<file path="src/rtl/sp_ram_read_first.sv">
// Single-port synchronous RAM with read-first behaviour.
// The read and the write share one enable, so the output register only
// updates on cycles that actually access the RAM. This pattern maps to
// BRAM or LUTRAM with a registered output.
module sp_ram_read_first #(
  parameter int DATA_WIDTH = 8,
  parameter int DEPTH      = 99,
  parameter int ADDR_WIDTH = (DEPTH > 1) ? $clog2(DEPTH) : 1
) (
  input  logic                  clk,
  input  logic                  we,
  input  logic [ADDR_WIDTH-1:0] addr,
  input  logic [DATA_WIDTH-1:0] din,
  output logic [DATA_WIDTH-1:0] dout
);

  logic [DATA_WIDTH-1:0] mem [DEPTH];

  // Capture the old word before overwriting it, on enabled cycles only.
  always_ff @(posedge clk) begin
    if (we) begin
      dout      <= mem[addr];
      mem[addr] <= din;
    end
  end

endmodule

</file>
<file path="src/rtl/ram_based_delay_line.sv">
// Fixed-latency delay line. Its output matches a chain of DELAY
// zero-initialised registers. For DELAY >= 2 the samples are kept in a
// circular buffer of DELAY-1 RAM words, followed by the RAM output register.
module ram_based_delay_line #(
  parameter int DATA_WIDTH = 8,
  parameter int DELAY      = 100
) (
  input  logic                  clk,
  input  logic                  rst,
  input  logic                  ce,
  input  logic [DATA_WIDTH-1:0] data_in,
  output logic [DATA_WIDTH-1:0] data_out
);

  localparam int ADDR_WIDTH = (DELAY <= 2) ? 1 : $clog2(DELAY - 1);

  generate
    if (DELAY == 1) begin : g_reg

      logic [DATA_WIDTH-1:0] out_q = '0;

      // A single enabled register is the whole delay line.
      always_ff @(posedge clk) begin
        if (rst) begin
          out_q <= '0;
        end else if (ce) begin
          out_q <= data_in;
        end
      end

      assign data_out = out_q;

    end else begin : g_ram

      localparam logic [ADDR_WIDTH-1:0] LAST_ADDR = ADDR_WIDTH'(DELAY - 2);

      logic [ADDR_WIDTH-1:0] wr_ptr  = '0;
      logic                  filled  = 1'b0;
      logic                  valid_q = 1'b0;
      logic [DATA_WIDTH-1:0] ram_dout;

      sp_ram_read_first #(
        .DATA_WIDTH (DATA_WIDTH),
        .DEPTH      (DELAY - 1),
        .ADDR_WIDTH (ADDR_WIDTH)
      ) u_ram (
        .clk  (clk),
        .we   (ce),
        .addr (wr_ptr),
        .din  (data_in),
        .dout (ram_dout)
      );

      // Advance the circular pointer. Mark the buffer full on the first wrap.
      // valid_q records whether the word just read was written since reset.
      always_ff @(posedge clk) begin
        if (rst) begin
          wr_ptr  <= '0;
          filled  <= 1'b0;
          valid_q <= 1'b0;
        end else if (ce) begin
          valid_q <= filled;
          if (wr_ptr == LAST_ADDR) begin
            wr_ptr <= '0;
            filled <= 1'b1;
          end else begin
            wr_ptr <= wr_ptr + 1'b1;
          end
        end
      end

      // The RAM output register is the data register. Words left over from
      // before reset are masked to zero until the buffer has refilled.
      assign data_out = valid_q ? ram_dout : '0;

    end
  endgenerate

endmodule

</file>
<file path="config.mk">
export PLATFORM = sky130hd
export DESIGN_NAME = ram_based_delay_line
export DESIGN_NICKNAME = d
export VERILOG_FILES = /design/src/rtl/sp_ram_read_first.sv /design/src/rtl/ram_based_delay_line.sv
export SDC_FILE = /design/constraint.sdc
export NUM_CORES = 1
export LEC_CHECK = 0
export ABC_AREA = 1
export CORE_MARGIN = 3
export CORE_UTILIZATION = 35
export CTS_CLUSTER_DIAMETER = 100
export DETAILED_ROUTE_END_ITERATION = 10
export GPL_TIMING_DRIVEN = 0
export MAX_ROUTING_LAYER = met4
export PLACE_DENSITY = 0.46
export REMOVE_ABC_BUFFERS = 1
export SYNTH_ARGS = -nofsm -noshare
export SYNTH_HDL_FRONTEND = slang
export SYNTH_SLANG_ARGS = --single-unit
</file>
<file path="constraint.sdc">
create_clock -name clk -period 2.4 [get_ports clk]
set_input_delay 0.36 -clock clk [delete_from_list [all_inputs] [get_ports clk]]
set_output_delay 0.36 -clock clk [all_outputs]
set_load 0.02 [all_outputs]
</file>
# [After elaboration in Yosys (flattened, before gate mapping)]
# Memories as Yosys holds them, arrays and structs flattened. A register that Yosys moved wholly into a read port is not among the register bits.
# Cells that the tools add are included.
[op_classes] n_reduce_logical=1 addsub=1 muxes=4 eq_ne=1
[ops] operator="$mux 8" n=1
[ops] operator="$add 7x1->7 const B" n=1
[ops] operator="$eq 7x7->1 const B" n=1
[ops] operator="$mux 7" n=1
[ops] operator="$mux 1" n=2
[ops] operator="$reduce_and 2->1" n=1
[totals] regBits=9 elab_cells=11 ram_bits=792 out_inout_bits=8 mem_count=1 input_bits=11
[mem_list] memory="g_ram.u_ram.mem" words=99 width=8 read_ports=1 rd_ports_with_merged_regs=1 wr=1 line_no="sp_ram_read_first.sv:17" text="logic [DATA_WIDTH-1:0] mem [DEPTH];"

# [Logic depth before layout (Yosys ltp)]
# Gate-level depths: netlist of run 1.
[depth] depth_word=2 mapped_depth=16 mapped_depth_nobuf=13

# [Modules after synthesis]
# A second synthesis of run 1 with hierarchy kept.
[unflattened] hier_cells=3431 hier_area_um2=34478.1
[by_module_without_submodules] module="sp_ram_read_first" seq_area_each_um2=24023.0 instances=1 cells_per_inst=3347 area_each_um2=33960.1
[by_module_without_submodules] module="ram_based_delay_line" seq_area_each_um2=180.2 instances=1 cells_per_inst=84 area_each_um2=518.0

# [Least setup slack after synthesis of run 1]
# Ideal clock, no wire load.
[synth_timing] path_type="reg2reg" startpoint="register g_ram.wr_ptr[0]" endpoint="memory g_ram.u_ram.mem[49][0] (enable)" period_less_slack_ps=2056 path_stages_with_launch=8 arrival_ps=1686 required_time_ps=2030 path_buffers=5 path_slack_ps=344 setup_time_ps=370 path_cell_list="dfxtp_1 buf_4 buf_2 buf_4 buf_2 nand3_1 buf_2 nor2_1"
[synth_lines] element="start: declaration" line_no="ram_based_delay_line.sv:37" text="logic [ADDR_WIDTH-1:0] wr_ptr = '0;"
[synth_lines] element="start signal: assignment" line_no="ram_based_delay_line.sv:67" text="wr_ptr <= wr_ptr + 1'b1;"
[synth_lines] element="end: declaration" line_no="sp_ram_read_first.sv:17"
# Straight into the memory's write port.

# [Worst setup path in the final report of run 1]
[layout_timing] startpoint="register g_ram.wr_ptr[0]" endpoint="memory g_ram.u_ram.mem[87][4] (enable)"
# Straight into the memory's write port.

==> results of run 1 <==
==> how the worst max path moves through the flow <==
| stage | start | to | slack [ps] | cells after the start |
|---|---|---|---|---|
| floorplan | g_ram.wr_ptr[0] | g_ram.u_ram.mem[31][0] | -9900 | 6 |
| global placement | g_ram.wr_ptr[0] | g_ram.u_ram.mem[95][5] | -26540 | 6 |
| detailed placement | g_ram.wr_ptr[0] | g_ram.u_ram.mem[84][4] | -3120 | 7 |
| CTS | g_ram.wr_ptr[0] | g_ram.u_ram.mem[95][4] | -30 | 11 |
| global route | g_ram.wr_ptr[0] | g_ram.u_ram.dout[4] | -100 | 17 |
| finish | g_ram.wr_ptr[0] | g_ram.u_ram.mem[87][4] | -80 | 10 |
==> synthesized netlist by cell type, drive strengths merged <==
cell / count / area (µm²)
buf: 145 / 868.3
nand2: 2071 / 7774
and3: 1 / 6.260
o211ai: 13 / 97.59
inv: 37 / 146.4
or2: 5 / 31.28
a21oi: 15 / 75.07
ha: 2 / 25.02
nor2: 199 / 757.0
nor3: 3 / 15.01
nor3b: 1 / 7.510
a211oi: 1 / 7.510
clkinv: 1 / 3.750
dfxtp: 9 / 180.2
o21ai: 18 / 90.09
nand4: 4 / 25.02
xor2: 1 / 8.760
clkbuf: 25 / 93.84
edfxtp: 800 / 24020
nand3: 32 / 160.2
==> where the power goes <==
group	switching [mW]	leakage, nW	total, mW	internal [mW]
registers	0.0204	7.28	15.6	15.6
clock network	5.72	1.33	13.0	7.29
logic	1.89	8.15	2.74	0.850
==> cells by family after synthesis <==
logic type	after synthesis	share of synthesized area
simple gates	2316	0.2551
flops	809	0.7037
buf+inv	208	0.03234
compound gates	47	0.007857
fa+ha+maj	2	0.0007274
xor+xnor	1	0.0002547
==> metrics by stage <==
step | area, µm² | setup slack [ps] | setup TNS (ps)
finish | 42030 | -75.09 | -1410
global route | 42030 | -100.4 | -3512
CTS | 41740 | -28.68 | -684.3
detailed placement | 35910 | -3120 | -1924280
global placement | 35210 | -26540 | -
floorplan | 33430 | -9901 | -6543570
==> cell type report <==
class / count / area, µm²
fillers: 9174 / 55100
flip-flops and latches: 809 / 24220
multi-input cells: 2368 / 10070
repair buffers: 185 / 3159
clock buffers: 116 / 2401
well taps: 1276 / 1597
clock inverters: 44 / 345.3
inverters: 38 / 211.5
repair inverters: 4 / 32.53
diodes: 1 / 2.502
==> state kept, by name (all words and copies together), names as in the netlist <==
register / cells
g_ram.u_ram.dout: 8
g_ram.u_ram.mem: 792
g_ram.wr_ptr: 7
g_ram.valid_q: 1
g_ram.filled: 1
==> metal layers <==
| metal | global-route usage | routed length (µm) |
|---|---|---|
| met1 | 0.2863 | 48450 |
| met2 | 0.3380 | 50740 |
| met5 | - | 0 |
| met3 | 0.02354 | 4473 |
| met4 | 0.05843 | 3087 |
==> worst register-to-register path: cells and delay by family (launching register included) <==
family / cells / cell delay (ps)
buffers and inverters: 7 / 1110
and+or+nand+nor: 3 / 700
DFF: 1 / 370
==> timing repair <==
action	4_1_cts	5_1_grt
setup endpoints to repair	815	269
gates cloned	31	7
resized for setup	282	25
pin swaps	58	23
buffers inserted	104	7
==> results_dict.tcl, run 1 <==
set metrics [dict create \
    fin_crit_sh 1.031 \
    ff2ff_path_depth 10 \
    drv_cap 0 \
    hold_class "primary input to register" \
    required_ps 2770 \
    finalSetupViolCount 41 \
    num_rows 114 \
    syn_avg_cell_area_um2 10.17 \
    leakage_nw 16.76 \
    whs_ps 148.4 \
    layout_common_cells "2041 x nand2_1, 800 x edfxtp_1, 105 x nor2_4" \
    drv_slew 0 \
    area_growth_pct 22.21 \
    setup_slack_ps -75.09 \
    yosys_register_bits 809 \
    portBuffers 18 \
    timing.rr.end "g_ram.u_ram.mem[87][4]" \
    slowest_stage "dfxtp_4" \
    vias 23110 \
    final_common_cell "nand2_1" \
    ios 19 \
    core_area_um2 97140 \
    drt_wl_total_um 106700 \
    cts_buffer_depth 3 \
    crit_buf_inv 7 \
    hpwlAfterDp_um 50110 \
    gp_congestion 0.7432 \
    drc 0 \
    crit_chain "buf_16 -> buf_16 -> inv_16 -> buf_16 -> buf_16 -> nor2_4 -> nand2_2 -> buf_4 -> nor2_4 -> buf_12" \
    drive_gt1_frac 0.1338 \
    die_area_um2 102100 \
    rsz0062_at_grt "true" \
    syn_area_um2 34400 \
    wire_per_inst_um 22.05 \
    first_iter_violations 1606 \
    overflow 0 \
    fin_util 0.4327 \
    nNetsFinal 3510 \
    maxSlewHeadroom 0.4370 \
    critical_path_class "register to register" \
    total_power_mw 31.35 \
    worstMarginPinSlew_ps 844.4 \
    grt_pass1_vias 21750 \
    die_h_um 319.5 \
    finClkSkew_ps 19.94 \
    failed_checks "setup timing" \
    fmaxAchievable_mhz 404.0 \
    p_per_area_nw_per_um2 745.8 \
    cts_root_buf "clkbuf_16" \
    yosysUniqueCellTypes 28 \
    grt_max_degree 102 \
    worstSetupEndpointType "register" \
    avgViaCountPerCell 4.774 \
    cp.arrival_ps 2840 \
    ys_seq_area_frac 0.7037 \
    reg2reg_setup_slack_ps -80 \
    hold_end "g_ram.u_ram.mem[6][0]" \
    period_needed_ps 2475 \
    worstSetupStartpointType "register" \
    tritoncts "built" \
    path_max_fanout 9 \
    start_util 0.3541 \
    layout.cells.non_filler 4841 \
    timing.rr.start "g_ram.wr_ptr[0]" \
    outcome "finished with violations" \
    numClockSinks 809 \
    clock_latency_ps 650 \
    crit_top_cell "buf_16" \
    final_hold_viol_count 0 \
    ant_nets 0 \
    hold_path_depth 1 \
    cts_buffers 91 \
    path_clk_slew_ps 60 \
    yosysWarnings 0 \
    die_w_um 319.5 \
    grt_use_total 0.2109 \
    synthCells 3383 \
    grt_antenna_before_repair 1 \
    holdBufCountCts 0 \
    dp_cells 4532 \
    max_stage_delay_ps 370 \
    path_delay_family "buffers and inverters" \
    peakVddDrop_mv 0.5841 \
    dr.pass1.iters 7 \
    grt_pass1_wl_um 153500 \
    htree_levels 3 \
    worst_hold_startpoint "data_in[0]" \
]
Power figures use the tool's default switching activity.
==> run 2, diff against run 1 <==
--- a/config.mk
+++ b/config.mk
@@ -10,10 +10,12 @@
 export CORE_UTILIZATION = 35
 export CTS_CLUSTER_DIAMETER = 100
 export DETAILED_ROUTE_END_ITERATION = 10
+export DONT_BUFFER_PORTS = 1
 export GPL_TIMING_DRIVEN = 0
 export MAX_ROUTING_LAYER = met4
 export PLACE_DENSITY = 0.46
 export REMOVE_ABC_BUFFERS = 1
+export SETUP_SLACK_MARGIN = 0.02
 export SYNTH_ARGS = -nofsm -noshare
 export SYNTH_HDL_FRONTEND = slang
 export SYNTH_SLANG_ARGS = --single-unit
==> run 2 against run 1 <==
The run now ends clean. Via count increased by 0.55%. Combinational power increased by 6%. Core utilization decreased by 0.11 points. Sequential power about the same. Clock power about the same. Routed wire length grew 2.6%. Largest power group unchanged. First-iteration DRC count rose by 12%.
==> results_dict.tcl, run 2 (same netlist as run 1, synthesis figures left out) <==
set metrics [dict create \
    gp_congestion 0.7684 \
    worstSetupStartpointType "register" \
    grt_pass1_wl_um 145600 \
    reg_top3 "g_ram.u_ram.mem: 792 flops, g_ram.u_ram.dout: 8 flops, g_ram.wr_ptr: 7 flops" \
    die_h_um 319.5 \
    critical_path_class "register to register" \
    fmaxAchievable_mhz 421.1 \
    wl_met1_um 49240 \
    worstMarginPinSlew_ps 864.0 \
    fin_util 0.4317 \
    grt_pass1_vias 21500 \
    grt_max_degree 100 \
    final_common_cell "nand2_1" \
    num_rows 114 \
    startpoint "g_ram.wr_ptr[0]" \
    ff2ff_path_depth 12 \
    wl_met3_um 5826 \
    reg2reg_setup_slack_ps 30 \
    overflow 0 \
    tritoncts "built" \
    drv_slew 0 \
    dp_cells 4506 \
    drc 0 \
    numClockSinks 809 \
    slowest_stage "dfxtp_4" \
    drv_cap 0 \
    nNetsFinal 3482 \
    timing.rr.start "g_ram.wr_ptr[0]" \
    core_area_um2 97140 \
    max_stage_delay_ps 370 \
    hold_path_depth 2 \
    portBuffers 0 \
    finClkSkew_ps 19.99 \
    start_util 0.3541 \
    avgViaCountPerCell 4.827 \
    cts_buffer_depth 3 \
    cts_buffers 90 \
    ant_nets 0 \
    timing.rr.end "g_ram.u_ram.mem[63][5]" \
    wire_per_inst_um 22.75 \
    period_needed_ps 2375 \
    hold_end "g_ram.u_ram.mem[47][1]" \
    path_clk_slew_ps 60 \
    fin_crit_sh 0.9895 \
    peakVddDrop_mv 0.5676 \
    hold_class "primary input to register" \
    layout_common_cells "2002 x nand2_1, 800 x edfxtp_1, 116 x clkbuf_16" \
    ios 19 \
    worstSetupEndpointType "register" \
    vias 23240 \
    die_area_um2 102100 \
    crit_chain "buf_16 -> buf_16 -> buf_12 -> inv_8 -> buf_16 -> nor2_4 -> buf_12 -> nand2_8 -> nor2_2 -> inv_2 -> nor2_4 -> buf_12" \
    crit_buf_inv 8 \
    area_growth_pct 21.91 \
    largest_register_ffs 792 \
    whs_ps 154.3 \
    final_hold_viol_count 0 \
    layout.cells.non_filler 4814 \
    finalSetupViolCount 0 \
    rsz0062_at_grt "true" \
    path_max_fanout 8 \
    worst_hold_startpoint "ce" \
    maxSlewHeadroom 0.4221 \
    htree_levels 3 \
    outcome "finished clean" \
    hpwlAfterDp_um 47500 \
    cts_root_buf "clkbuf_16" \
    dp_slack_ps -2762 \
    drive_gt1_frac 0.1397 \
    p_per_area_nw_per_um2 746.0 \
    cp.arrival_ps 2710 \
    required_ps 2730 \
    top_layer "met4" \
    largest-register "g_ram.u_ram.mem" \
    setup_slack_ps 25.27 \
    die_w_um 319.5 \
    path_delay_family "buffers and inverters" \
    dr.pass1.iters 5 \
    first_iter_violations 1805 \
    clock_latency_ps 630 \
    drt_wl_total_um 109500 \
    leakage_nw 16.59 \
    finalSetupTns_ps 0 \
    dr_wl_met2_um 50980 \
    grt_antenna_before_repair 2 \
    grt_use_total 0.1989 \
]
-- run 2: cell count changes in the layout (fill, tap and decap cells not counted), moves of 4 or more --
cell and change:
buf_12 -4, buf_16 -5, buf_4 -36, buf_6 +11, bufbuf_16 -9, clkbuf_16 +19
clkdlybuf4s50_1 -9, clkinv_1 +6, clkinv_8 -5, inv_8 +6, nand2_1 -39, nand2_2 +36
nor2_1 -6
-- run 2: cell type report --
class / count / area [µm²]
diodes: 1 / 2.502
multi-input cells: 2366 / 10210
clock buffers: 114 / 2364
well taps: 1276 / 1597
fillers: 9143 / 55200
flip-flops and latches: 809 / 24210
inverters: 38 / 214.0
repair buffers: 155 / 2933
clock inverters: 46 / 290.3
repair inverters: 9 / 102.6
-- run 2: where the power goes --
group | total, mW | switching (mW) | internal [mW]
sequential | 15.6 | 0.0220 | 15.6
combinational | 2.90 | 1.98 | 0.920
clock | 12.8 | 5.54 | 7.24
total | 31.3 | 7.55 | 23.7
-- run 2: worst register-to-register path: stages, from the launching register on --
cell and delay, ps:
dfxtp_4 370, buf_16 130, buf_16 190, buf_12 130, inv_8 70, buf_16 180, nor2_4 120, buf_12 120
nand2_8 100, nor2_2 180, inv_2 170, nor2_4 170, buf_12 150
-- run 2: how the worst max path moves through the flow --
stage	cells after the start	to	slack (ps)
after floorplan	6	g_ram.u_ram.mem[31][0]	-9900
after global placement	6	g_ram.u_ram.mem[95][3]	-27270
after detailed placement	9	g_ram.u_ram.mem[31][3]	-2760
after CTS	8	g_ram.u_ram.dout[7]	-250
after global routing	15	g_ram.u_ram.dout[6]	-80
final	12	g_ram.u_ram.mem[63][5]	30
-- run 2: per-layer routing --
metal	track usage	vias to the layer above
met5	-	-
met2	0.3172	583
li1	-	11220
met3	0.02632	163
met1	0.2696	11270
met4	0.05247	0
-- run 2: timing repair --
action                                  4_1_cts  5_1_grt
hold buffers                                 10        0
endpoints found under the setup margin      807      540
cloned                                       14       46
buffers inserted                             51       27
hold endpoints to repair                    807        0
resized for setup                           253      108
pin swaps                                    23       26
-- run 2: metrics by stage --
| step | total power, mW | instance area, µm² |
|---|---|---|
| 2_1_floorplan | 17.22 | 33430 |
| 3_3_place_gp | 18.08 | 35030 |
| 3_5_place_dp | 17.72 | 35510 |
| 4_1_cts | 31.09 | 40440 |
| 5_1_grt | 32.27 | 41930 |
| 6_report | 31.28 | 41930 |
